## src/rtl/alu_mdu_if.sv

```systemverilog
// Request/result bundle between the EX-stage issuer and the multiply/divide unit.
interface alu_mdu_if #(
  parameter int WIDTH = 32
);
  logic             start;
  logic [2:0]       op;
  logic [WIDTH-1:0] a;
  logic [WIDTH-1:0] b;
  logic             busy;
  logic             done;
  logic [WIDTH-1:0] hi;
  logic [WIDTH-1:0] lo;
  logic             div_by_zero;

  modport master (
    output start, op, a, b,
    input  busy, done, hi, lo, div_by_zero
  );

  modport slave (
    input  start, op, a, b,
    output busy, done, hi, lo, div_by_zero
  );
endinterface

```

## src/rtl/alu_mdu.sv

```systemverilog
// Iterative MULT/MULTU/DIV/DIVU plus MTHI/MTLO; result WIDTH+1 edges after the start edge.
// No backpressure: start is ignored while busy, so the issuer stalls on busy.
module alu_mdu #(
  parameter int WIDTH = 32
) (
  input logic      clk,
  input logic      rst,
  alu_mdu_if.slave bus
);
  localparam int CW = $clog2(WIDTH);

  typedef enum logic [1:0] {IDLE, RUN, FIX} state_t;

  state_t             state, state_nxt;
  logic [CW-1:0]      cnt;
  logic [2*WIDTH-1:0] acc, acc_step, prod_fix;
  logic [WIDTH-1:0]   mag_b, a_raw, hi_q, lo_q;
  logic [WIDTH-1:0]   mag_a_in, mag_b_in;
  logic [WIDTH-1:0]   quo_fix, rem_fix, hi_res, lo_res;
  logic [WIDTH:0]     mul_sum;
  logic [WIDTH+1:0]   div_diff;
  logic [1:0]         op_q;
  logic               neg_a, neg_b, done_q, dz_q;
  logic               accept, wr_hi, wr_lo, sgn_in;

  always_ff @(posedge clk or posedge rst) begin
    if (rst) state <= IDLE;
    else     state <= state_nxt;
  end

  always_comb begin
    state_nxt = state;
    accept    = 1'b0;
    wr_hi     = 1'b0;
    wr_lo     = 1'b0;
    case (state)
      IDLE: begin
        if (bus.start) begin
          if (!bus.op[2])             accept = 1'b1;
          else if (bus.op == 3'd4)    wr_hi  = 1'b1;
          else if (bus.op == 3'd5)    wr_lo  = 1'b1;
        end
        if (accept) state_nxt = RUN;
      end
      RUN:     if (cnt == CW'(WIDTH - 1)) state_nxt = FIX;
      FIX:     state_nxt = IDLE;
      default: state_nxt = IDLE;
    endcase
  end

  // Signed ops iterate on magnitudes; the signs are re-applied in FIX.
  always_comb begin
    sgn_in   = ~bus.op[0];
    mag_a_in = (sgn_in && bus.a[WIDTH-1]) ? -bus.a : bus.a;
    mag_b_in = (sgn_in && bus.b[WIDTH-1]) ? -bus.b : bus.b;
  end

  // Both algorithms start from {0, |a|}: multiply shifts the multiplier out of
  // the low half, divide shifts the dividend out of it and the quotient in.
  always_comb begin
    mul_sum  = {1'b0, acc[2*WIDTH-1:WIDTH]} + (acc[0] ? {1'b0, mag_b} : '0);
    div_diff = {1'b0, acc[2*WIDTH-1:WIDTH-1]} - {2'b0, mag_b};
    if (op_q[1])
      acc_step = div_diff[WIDTH+1] ? {acc[2*WIDTH-2:0], 1'b0}
                                   : {div_diff[WIDTH-1:0], acc[WIDTH-2:0], 1'b1};
    else
      acc_step = {mul_sum, acc[WIDTH-1:1]};
  end

  always_comb begin
    prod_fix = (!op_q[0] && (neg_a ^ neg_b)) ? -acc : acc;
    quo_fix  = (!op_q[0] && (neg_a ^ neg_b)) ? -acc[WIDTH-1:0] : acc[WIDTH-1:0];
    rem_fix  = (!op_q[0] && neg_a) ? -acc[2*WIDTH-1:WIDTH] : acc[2*WIDTH-1:WIDTH];
    if (!op_q[1]) begin
      hi_res = prod_fix[2*WIDTH-1:WIDTH];
      lo_res = prod_fix[WIDTH-1:0];
    end else if (mag_b == '0) begin
      hi_res = a_raw;
      lo_res = '1;
    end else begin
      hi_res = rem_fix;
      lo_res = quo_fix;
    end
  end

  always_ff @(posedge clk or posedge rst) begin
    if (rst) begin
      cnt    <= '0;
      acc    <= '0;
      mag_b  <= '0;
      a_raw  <= '0;
      op_q   <= '0;
      neg_a  <= 1'b0;
      neg_b  <= 1'b0;
      hi_q   <= '0;
      lo_q   <= '0;
      done_q <= 1'b0;
      dz_q   <= 1'b0;
    end else begin
      done_q <= (state == FIX);
      if (accept) begin
        acc   <= {{WIDTH{1'b0}}, mag_a_in};
        mag_b <= mag_b_in;
        a_raw <= bus.a;
        op_q  <= bus.op[1:0];
        neg_a <= sgn_in & bus.a[WIDTH-1];
        neg_b <= sgn_in & bus.b[WIDTH-1];
        dz_q  <= 1'b0;
        cnt   <= '0;
      end
      if (state == RUN) begin
        acc <= acc_step;
        cnt <= cnt + CW'(1);
      end
      if (wr_hi) hi_q <= bus.a;
      if (wr_lo) lo_q <= bus.a;
      if (state == FIX) begin
        hi_q <= hi_res;
        lo_q <= lo_res;
        dz_q <= op_q[1] && (mag_b == '0);
      end
    end
  end

  assign bus.busy        = (state != IDLE);
  assign bus.done        = done_q;
  assign bus.hi          = hi_q;
  assign bus.lo          = lo_q;
  assign bus.div_by_zero = dz_q;
endmodule
```

## src/flat_wrapper.sv

```systemverilog
// flat-port wrapper written by rule: the top's interface ports become plain ports
module alu_mdu_flat 
#(
  parameter int WIDTH = 32
)
  (clk, rst, bus_start, bus_op, bus_a, bus_b, bus_busy, bus_done, bus_hi, bus_lo, bus_div_by_zero);
  alu_mdu_if #(.WIDTH(WIDTH)) bus_i ();
  input logic clk;
  input logic rst;
  input wire logic [$bits(bus_i.start)-1:0] bus_start;
  input wire logic [$bits(bus_i.op)-1:0] bus_op;
  input wire logic [$bits(bus_i.a)-1:0] bus_a;
  input wire logic [$bits(bus_i.b)-1:0] bus_b;
  output wire logic [$bits(bus_i.busy)-1:0] bus_busy;
  output wire logic [$bits(bus_i.done)-1:0] bus_done;
  output wire logic [$bits(bus_i.hi)-1:0] bus_hi;
  output wire logic [$bits(bus_i.lo)-1:0] bus_lo;
  output wire logic [$bits(bus_i.div_by_zero)-1:0] bus_div_by_zero;
  assign bus_i.start = bus_start;
  assign bus_i.op = bus_op;
  assign bus_i.a = bus_a;
  assign bus_i.b = bus_b;
  assign bus_busy = bus_i.busy;
  assign bus_done = bus_i.done;
  assign bus_hi = bus_i.hi;
  assign bus_lo = bus_i.lo;
  assign bus_div_by_zero = bus_i.div_by_zero;
  alu_mdu #(.WIDTH(WIDTH)) u_core (.clk(clk), .rst(rst), .bus(bus_i));
endmodule
```

## config.mk

```make
export PLATFORM = sky130hd
export DESIGN_NAME = alu_mdu_flat
export DESIGN_NICKNAME = d
export VERILOG_FILES = /design/src/rtl/alu_mdu_if.sv /design/src/rtl/alu_mdu.sv /design/src/flat_wrapper.sv
export SDC_FILE = /design/constraint.sdc
export NUM_CORES = 1
export LEC_CHECK = 0
export CORE_MARGIN = 10
export CORE_UTILIZATION = 40
export CTS_CLUSTER_SIZE = 30
export DETAILED_ROUTE_END_ITERATION = 12
export PLACE_DENSITY = 0.61
export SYNTH_ARGS = -nofsm -noshare
export SYNTH_HDL_FRONTEND = slang
export SYNTH_SLANG_ARGS = --single-unit
```

## constraint.sdc

```tcl
create_clock -name clk -period 13.1 [get_ports clk]
set_clock_uncertainty 0.1 [all_clocks]
set_input_delay 3.93 -clock clk [delete_from_list [all_inputs] [get_ports clk]]
set_output_delay 3.93 -clock clk [all_outputs]
set_load 0.1 [all_outputs]
```

==> flow_summary.toml <==
[status]
status = "finished, final reports clean"

[die]
io_pins = 137
rows = 74
core_area_sq_um = 41100
die-area_sq_um = 50400
chipHeight_um = 224
start_util_pct = 40.7
chipWidth_um = 224

[critical_path]
crit_buf_inv = 1
cp.arrival_ns = 7.07
critPathMaxFanout = 7
cp_num_cells = 10
path_cells = "clkdlybuf4s50_1, or4_4, or4_4, nor3b_2, and2_1, a21o_1, o21ai_0, xor2_1, nand2_1, a22oi_1"
criticalPathCategory = "input pin to flip-flop"
critPathTopFamily = "simple AND/OR/NAND/NOR gates"
crit_required_ns = 13.47
start_kind = "input pin"
cpMostUsedCell = "or4_4"
max_stage_delay_ns = 0.63
critPathCaptureType = "flip-flop"
ff2ff_path_depth = 13
crit_slowest_cell = "or4_4"

[sta]
fin_crit_ns = 6.70
maxSlewViolCount = 0
slew_headroom_pct = 15.0
fmax_mhz = 149
setup-tns-final_ns = 0
period_share_pct = 51.1
hold_violations = 0
worst_slew_pin_slew_ns = 1.27
setup_viol = 0
rsz0062_at_grt = "false"

[cells_and_area]
finalNetCount = 2328
n_antenna_cell = 0
seq_area_sq_um = 5130
multi_input_area_sq_um = 10800
area_growth_syn_to_layout_pct = 15.5
drive_gt1_share_pct = 5.85
fillers = 4114

[clock_network]
htree_levels = 1
cts_hold_buffers = 0
path_clk_slew_ns = 0.07
numCtsBuffers = 25
clk_latency_ns = 0.55
post_cts_resized = 0
clock_sinks = 205
cts_setup_buffers = 0
clk_path_buf_depth = 3
clockRootBuffer = "clkbuf_16"
cts_tree = "built"

[logic_synthesis]
syn_nets = 2285
ys_warn_count = 0
synth_edf_count = 0
seq_area_frac_synth_pct = 30.7
synth_ff_type = "dfrtp_1"
synth_cell_type_count = 87
synthArstFlopShare_pct = 100
ys_ff_latch = 205
syn_area_per_cell_sq_um = 7.81
netlist_area_sq_um = 16700
synthCells = 2143

[min_path]
hold_class = "flip-flop to flip-flop"
min_path_cells = 2

[drt]
vias = 16500
drtIter0Drc = 1469
wl_per_cell_um = 22.2
route.detailed.vias_per_inst = 6.03
ant_nets = 0
drc = 0
routed_wl_um = 60600
first_pass_iters = 6

[global_route]
grt_pass1_wl_um = 94900
grt_pass1_vias = 16300
grt_max_degree = 130
grt.overflow.total = 0
antenna_found_initial = 0
track_usage_pct = 23.3

[run]
maxCapViolations = 0

[placed_design]
gp_congestion = 0.937
portBuffers = 136
dpl.hpwl_um = 44200
sequential cells by signal, indices dropped and copies added (netlist names):
name                    count
u_core.acc                 64
u_core.a_raw               32
u_core.bus.hi              32
u_core.bus.lo              32
u_core.mag_b               32
u_core.cnt                  5
u_core.op_q                 2
u_core.state                2
u_core.bus.div_by_zero      1
u_core.bus.done             1
u_core.neg_a                1
u_core.neg_b                1
cell usage after synthesis, types with 22 or more instances:
cell	count	share of area [%]
nor3_1	35	1.0
ha_1	70	5.2
dfrtp_1	205	31
nor4_1	23	0.86
clkbuf_1	123	2.8
nand2_1	318	7.1
or3_1	26	0.97
nor2_1	156	3.5
xor2_1	68	3.6
a22oi_1	22	0.99
a211oi_1	23	1.0
inv_1	69	1.5
xnor2_1	92	4.8
nand3_1	35	1.0
a21oi_1	180	5.4
a31oi_1	36	1.3
o21ai_0	212	6.3
o211ai_1	37	1.7
mux2i_1	69	4.1
a21o_1	30	1.3
a32oi_1	29	1.5
logic make-up after synthesis:
family | share of synthesized area [%]
DFF | 30.7
and+or+nand+nor | 20.3
adders and majority gates | 5.48
xor gates and xnor gates | 8.38
buffers and inverters | 5.08
muxes | 4.53
AOI/OAI and AO/OA | 25.6
tightest hold or removal path, delay by kind of cell (launching register included):
kind	cells	cell delay, ns
flops	1	0.34
simple gates	2	0.10
stage by stage:
stage / instances / instance area [sq um] / utilization [%] / setup slack, ns / hold slack [ns]
finish: 2737 / 19300 / 47.0 / 6.40 / 0.367
global route: 2737 / 19300 / 47.0 / 6.21 / 0.398
CTS: 2737 / 19300 / 47.0 / 6.44 / 0.374
detailed placement: 2691 / 18400 / 44.8 / 5.87 / 0.360
global placement: 2691 / 18400 / 44.8 / 5.91 / 0.352
floorplan: 2143 / 16700 / - / 3.47 / 0.339
cells in the final DEF (no fill, tap or decap), types with 7 or more instances in the layout:
| cell type | instances |
|---|---|
| a21o_1 | 30 |
| inv_1 | 68 |
| o22ai_1 | 16 |
| or4_1 | 8 |
| buf_4 | 27 |
| xnor2_1 | 92 |
| and3_1 | 20 |
| o21ai_0 | 212 |
| nand2_1 | 318 |
| ha_1 | 70 |
| nor3_1 | 35 |
| a31oi_1 | 36 |
| nor4_1 | 23 |
| a22oi_1 | 22 |
| o41ai_1 | 7 |
| or3_1 | 26 |
| a211oi_1 | 23 |
| and2_1 | 13 |
| clkbuf_16 | 25 |
| nand2b_1 | 13 |
| o211ai_1 | 37 |
| nor2b_1 | 11 |
| a21boi_0 | 7 |
| o21bai_1 | 12 |
| nand4_1 | 15 |
| o21a_1 | 10 |
| dfrtp_1 | 204 |
| nand3_1 | 35 |
| mux2i_1 | 69 |
| a21oi_1 | 180 |
| nor2_1 | 155 |
| or2_2 | 7 |
| o31ai_1 | 15 |
| a32oi_1 | 29 |
| clkdlybuf4s50_1 | 136 |
| xor2_1 | 68 |
worst paths after layout:
| path | start | to | slack [ns] |
|---|---|---|---|
| setup reg to reg | u_core.acc[31] | u_core.acc[56] | 8.96 |
| setup / recovery | bus_a[7] | u_core.acc[30] | 6.40 |
| min in group asynchronous | rst | u_core.a_raw[3] | 3.87 |
| max in group asynchronous | rst | u_core.op_q[1] | 7.23 |
| hold / removal | u_core.a_raw[23] | u_core.a_raw[23] | 0.37 |
| hold reg to reg | u_core.a_raw[23] | u_core.a_raw[23] | 0.37 |
routing by layer:
metal  vias up  routed length [um]  global-route usage [%]
met2       571               29000                    39.6
met4         0                1850                    7.30
met1      8014               26500                    30.5
li1       7802                   -                       -
met3       110                3330                    2.52
met5         -                   0                       0
layout make-up:
type | instances | share of cell area, %
Clock buffer | 32 | 3.68
Tap cell | 532 | 3.44
Clock inverter | 14 | 1.02
Inverter | 71 | 1.42
Timing Repair Buffer | 163 | 8.09
Multi-Input combinational cell | 1720 | 55.8
Sequential cell | 205 | 26.6
Power is not shown: default switching activity piles up to over one toggle a cycle in this logic, so the estimate is an artifact.
